--- config.mk ---
export PLATFORM = sky130hd
export DESIGN_NAME = snake_head_sprite_fetch
export DESIGN_NICKNAME = d
export VERILOG_FILES = /design/src/rtl/snake_gfx_pkg.sv /design/src/rtl/sprite_addr_rotate.sv /design/src/rtl/snake_head_sprite_fetch.sv
export SDC_FILE = /design/constraint.sdc
export NUM_CORES = 1
export LEC_CHECK = 0
export ABC_AREA = 1
export BUFFER_PORTS_ARGS = -buffer_cell sky130_fd_sc_hd__buf_4
export CAP_MARGIN = 20
export CORE_MARGIN = 8
export CORE_UTILIZATION = 50
export CTS_CLUSTER_SIZE = 10
export DETAILED_ROUTE_END_ITERATION = 10
export PLACE_DENSITY = 0.77
export SYNTH_ARGS = -nofsm -noshare
export SYNTH_HDL_FRONTEND = slang
export SYNTH_HIERARCHICAL = 1
export SYNTH_SLANG_ARGS = --single-unit
--- constraint.sdc ---
create_clock -name Clk -period 1.95 [get_ports Clk]
set_input_delay 0.0975 -clock Clk [delete_from_list [all_inputs] [get_ports Clk]]
set_output_delay 0.0975 -clock Clk [all_outputs]
set_load 0.02 [all_outputs]
--- src/rtl/snake_gfx_pkg.sv ---
// Shared types and constants for the snake sprite pipeline.
// Direction enum, transparent palette key and default sprite size.
package snake_gfx_pkg;

    typedef enum logic [1:0] {
        DIR_UP    = 2'd0,
        DIR_RIGHT = 2'd1,
        DIR_DOWN  = 2'd2,
        DIR_LEFT  = 2'd3
    } dir_t;

    // Palette index 0 is the magenta colour key: never drawn.
    localparam logic [3:0] TRANSP_IDX = 4'h0;

    localparam int SPRITE_DIM_DEF = 16;

endpackage

--- src/rtl/sprite_addr_rotate.sv ---
// Maps sprite-local (u,v) plus facing to an address in the up-facing image.
// Purely combinational so body and tail fetch units can share it.
module sprite_addr_rotate
    import snake_gfx_pkg::*;
#(
    parameter int SPRITE_DIM = SPRITE_DIM_DEF,
    parameter int ADDR_W     = 8,
    parameter int CW         = $clog2(SPRITE_DIM)
) (
    input  logic [CW-1:0]     u,
    input  logic [CW-1:0]     v,
    input  dir_t              dir,
    output logic [ADDR_W-1:0] addr
);

    localparam logic [CW-1:0]     S     = CW'(SPRITE_DIM - 1);
    localparam logic [ADDR_W-1:0] DIM_A = ADDR_W'(SPRITE_DIM);

    logic [CW-1:0] col;
    logic [CW-1:0] row;

    // Rotate screen-relative coordinates back into the up-facing source image.
    always_comb begin
        col = u;
        row = v;
        unique case (dir)
            DIR_UP: begin
                col = u;
                row = v;
            end
            DIR_RIGHT: begin
                col = v;
                row = S - u;
            end
            DIR_DOWN: begin
                col = S - u;
                row = S - v;
            end
            DIR_LEFT: begin
                col = S - v;
                row = u;
            end
            default: begin
                col = u;
                row = v;
            end
        endcase
        addr = ADDR_W'(row) * DIM_A + ADDR_W'(col);
    end

endmodule

--- src/rtl/snake_head_sprite_fetch.sv ---
// Snake-head sprite fetch: raster position to ROM address, index capture,
// opaque-hit flag and sync delay, all advancing on the pixel strobe.
module snake_head_sprite_fetch
    import snake_gfx_pkg::*;
#(
    parameter int SPRITE_DIM = SPRITE_DIM_DEF,
    parameter int ADDR_W     = 8,
    parameter int IDX_W      = 4,
    parameter int COORD_W    = 10
) (
    input  logic               Clk,
    input  logic               Reset_n,
    input  logic               pixel_en,
    input  logic [COORD_W-1:0] DrawX,
    input  logic [COORD_W-1:0] DrawY,
    input  logic               hs_in,
    input  logic               vs_in,
    input  logic               blank_in,
    input  logic [COORD_W-1:0] head_x,
    input  logic [COORD_W-1:0] head_y,
    input  dir_t               head_dir,
    input  logic               head_vis,
    output logic [ADDR_W-1:0]  rom_addr,
    input  logic [IDX_W-1:0]   rom_data,
    output logic [IDX_W-1:0]   pal_index,
    output logic               sprite_hit,
    output logic               hs_out,
    output logic               vs_out,
    output logic               blank_out
);

    localparam int CW = $clog2(SPRITE_DIM);
    localparam logic [COORD_W:0] DIM_C = (COORD_W + 1)'(SPRITE_DIM);
    localparam logic [IDX_W-1:0] KEY   = IDX_W'(TRANSP_IDX);

    logic [COORD_W-1:0] sx;
    logic [COORD_W-1:0] sy;
    dir_t               sdir;
    logic               svis;
    logic               vs_prev;

    logic [COORD_W:0]   u;
    logic [COORD_W:0]   v;
    logic               in_box;
    logic [ADDR_W-1:0]  rot_addr;

    logic               hit1;
    logic               hs1;
    logic               vs1;
    logic               blank1;

    // Latch head state on the vsync falling edge so a frame draws one pose.
    always_ff @(posedge Clk or negedge Reset_n) begin
        if (!Reset_n) begin
            sx      <= '0;
            sy      <= '0;
            sdir    <= DIR_UP;
            svis    <= 1'b0;
            vs_prev <= 1'b1;
        end else if (pixel_en) begin
            vs_prev <= vs_in;
            if (vs_prev && !vs_in) begin
                sx   <= head_x;
                sy   <= head_y;
                sdir <= head_dir;
                svis <= head_vis;
            end
        end
    end

    // Sprite-local offsets; the extra bit keeps edge sprites from wrapping.
    always_comb begin
        u      = {1'b0, DrawX} - {1'b0, sx};
        v      = {1'b0, DrawY} - {1'b0, sy};
        in_box = (DrawX >= sx) && (u < DIM_C)
              && (DrawY >= sy) && (v < DIM_C);
    end

    sprite_addr_rotate #(
        .SPRITE_DIM (SPRITE_DIM),
        .ADDR_W     (ADDR_W),
        .CW         (CW)
    ) u_rot (
        .u    (u[CW-1:0]),
        .v    (v[CW-1:0]),
        .dir  (sdir),
        .addr (rot_addr)
    );

    // Stage 1: issue the ROM address and carry hit qualifier plus syncs.
    always_ff @(posedge Clk or negedge Reset_n) begin
        if (!Reset_n) begin
            rom_addr <= '0;
            hit1     <= 1'b0;
            hs1      <= 1'b1;
            vs1      <= 1'b1;
            blank1   <= 1'b0;
        end else if (pixel_en) begin
            rom_addr <= in_box ? rot_addr : '0;
            hit1     <= in_box & svis;
            hs1      <= hs_in;
            vs1      <= vs_in;
            blank1   <= blank_in;
        end
    end

    // Stage 2: capture ROM data and resolve transparency against the key.
    always_ff @(posedge Clk or negedge Reset_n) begin
        if (!Reset_n) begin
            pal_index  <= '0;
            sprite_hit <= 1'b0;
            hs_out     <= 1'b1;
            vs_out     <= 1'b1;
            blank_out  <= 1'b0;
        end else if (pixel_en) begin
            pal_index  <= rom_data;
            sprite_hit <= hit1 & (rom_data != KEY);
            hs_out     <= hs1;
            vs_out     <= vs1;
            blank_out  <= blank1;
        end
    end

endmodule

==> flow_summary.yaml <==
sta:
  setup_viol: 9
  rsz0062_at_grt: "true"
  finalCritPeriodShare_pct: 106.2
  setup_tns_ns: -0.8323
  max_slew_margin_pct: 56.08
  fin_skew_ns: 0.006954
  tightest_slew_ns: 0.6581
  period_needed_ns: 2.072
  hold_violations: 0
  fmax_mhz: 482.7
  slew_viol_final: 0
  worst_slack_ns: -0.1218
detailed_routing:
  wl_mm: 8.602
  drc: 0
  wl_per_cell_um: 12.99
  drt-initial-drc-count: 129
  dr.pass1.iters: 4
  num_vias: 3295
  vias_per_cell: 4.977
  route.antenna.remaining_nets: 0
placement:
  placed_cells: 645
  dp_slack_ns: -0.1497
  dpl.hpwl_mm: 6.405
  routabilityCongestion: 0.9242
  numPortBuffers: 68
logic_synthesis:
  synth_top_area_share_pct: 29.81
  synth_common_cells: "nand2_1, inv_1, dfrtp_1"
  netlist_instances: 497
  synth_area_leader_cell: "dfrtp_1"
  synth_ff_type: "dfrtp_1"
  syn_avg_cell_area_um2: 6.588
  synth-edff-count: 0
  synthArstFlopShare_pct: 100.0
  synth.distinct_cells: 32
  synth_area_leaders: "dfrtp_1, nand2_1, inv_1, ha_1, a21oi_1"
  yosysWarnings: 6
  ys_ff_latch: 43
  yosysSeqAreaShare_pct: 33.01
  syn_area_um2: 3274
  syn_nets: 572
  synth.most_common_cell: "nand2_1"
setup_path:
  critPathKind: "register to register"
  end_kind: "register"
  required_ns: 2.20
  cp_max_fo: 5
  cp.arrival_ns: 2.32
  cp-start-kind: "register"
die:
  die_h_um: 96.93
  core_region_area_um2: 6350
  ios: 69
  initial_core_util_pct: 51.57
  dieArea_um2: 9394
  fp.dieW_um: 96.93
  row_count: 29
power:
  power_density_nw_per_um2: 861.4
  p_leak_nw: 2.505
  irDropWorstVdd_v: 0.0005976
clocking:
  clk_latency_ns: 0.31
  cts_buffers: 5
  cts_buffer_depth: 2
  cts_num_sinks: 43
  clk_root_buffer_cell: "clkbuf_8"
  cts_tree: "yes"
  clk_pin_slew_worst_paths_ns: 0.10
  cts_max_level: 2
outcome:
  violations: "setup timing"
  status: "finished, violations left"
global_routing:
  antenna_found_initial: 0
  grt_usage_pct: 17.76
  grt_pass1_wl_mm: 14.23
  grt_pass1_vias: 3191
  grt-ovfl-total: 0
  grt_max_degree: 44
cells_and_area:
  num-nets-final: 659
  nFillCells: 576
  antennaDiodeCount: 0
  drive_gt1_share_pct: 25.98
  seqCellArea_um2: 1081
  final_cells: 662
  area_delta_synth_final_pct: 31.52
  multi_input_area_um2: 1988
job:
  maxCapViolations: 0
min_path:
  hold_class: "primary input to register"
[registers in the layout, summed over array words and instances, names as in the netlist]
register	cells
pal_index	4
hit1	1
hs1	1
blank_out	1
vs1	1
blank1	1
sdir	2
sprite_hit	1
sx	10
svis	1
sy	10
hs_out	1
rom_addr	8
vs_out	1
[critical path, stage by stage, from the launching register on]
cell	delay (ns)
dfrtp_1	0.36
ha_2	0.21
inv_2	0.05
fa_2	0.34
nand2_2	0.10
nand2_4	0.08
nand2_1	0.07
nand2_1	0.06
nand2_2	0.06
nand3_2	0.09
nor2_4	0.12
nand3_4	0.11
nor2_4	0.16
nand4_1	0.12
nand2_1	0.07
[per-stage QoR]
step / cell area, um^2 / hold WS (ns) / power, mW / utilization, %
final: 4307 / 0.01146 / 3.710 / 67.82
after global routing: 4307 / 0.007488 / 4.021 / 67.82
after CTS: 4121 / 0.005466 / 3.534 / 64.91
after detailed placement: 3943 / 0.1334 / 2.850 / 62.09
after global placement: 3943 / 0.1218 / 2.797 / 62.09
after floorplan: 3274 / -0.1981 / 2.353 / -
[cell families (layout without fill, tap and decap cells)]
family | Yosys count | count (layout) | share of synthesized area [%]
XOR/XNOR | 5 | 5 | 1.337
adder cells (fa/ha/maj) | 22 | 22 | 8.865
flip-flops | 43 | 43 | 33.02
AND/OR/NAND/NOR | 277 | 278 | 35.84
AO/OA/AOI/OAI | 40 | 40 | 6.725
buffers and inverters | 105 | 192 | 12.49
multiplexers | 5 | 5 | 1.719
[metal layers]
metal / vias up / GRT usage, % / routed length (um)
li1: 1693 / - / -
met1: 1512 / 20.91 / 3854
met2: 78 / 31.41 / 4225
met3: 12 / 4.054 / 419
met4: 0 / 4.734 / 104
met5: - / 0 / 0
[area by class of cell]
| class | count | share of cell area [%] |
|---|---|---|
| clock inverter | 3 | 0.5520 |
| timing repair buffer | 90 | 16.15 |
| tap | 77 | 2.237 |
| multi-input combinational | 350 | 46.17 |
| clock buffer | 5 | 1.598 |
| sequential | 43 | 25.10 |
| inverter | 94 | 8.193 |
[final timing paths]
kind / startpoint / end / slack, ns / depth (start not counted)
min: head_dir[0] / sdir[0] / 0.01 / 2
min reg2reg: hs1 / hs1 / 0.47 / 2
max reg2reg: sy[0] / rom_addr[2] / -0.12 / 14
max in group asynchronous: Reset_n / hs1 / 1.24 / 2
max: sy[0] / rom_addr[2] / -0.12 / 14
min in group asynchronous: Reset_n / sx[2] / 0.31 / 2
[cells in the final DEF, fill, tap and decap left out, types with 4 or more instances in the layout]
master    Yosys  final
nand4_1      14     14
ha_1         20     12
ha_4          0      6
a21oi_1      30     30
mux2_2        5      5
dfrtp_1      39     39
nor2_2        5      7
nand2_2       2      8
clkbuf_8      0      5
nor2_1       37     34
nand2_1     181    174
nand3_1      28     24
dfstp_2       4      4
nand3_2       4      5
inv_1        93     90
inv_2         1      4
o21ai_0       7      7
buf_4         1     86
[report_power, final]
group | total (mW) | internal, mW | switching [mW]
registers | 1.09 | 1.02 | 0.0751
logic | 1.99 | 0.810 | 1.18
clock network | 0.628 | 0.257 | 0.371
[repair_timing]
action,in CTS,in global routing
hold buffers,3,0
resized for setup,12,28
hold endpoints to repair,41,0
endpoints found under the setup margin,9,9
pin swaps,10,13
buffers inserted,2,3
cloned,1,0
No activity file was read; power rests on OpenSTA's default activity.
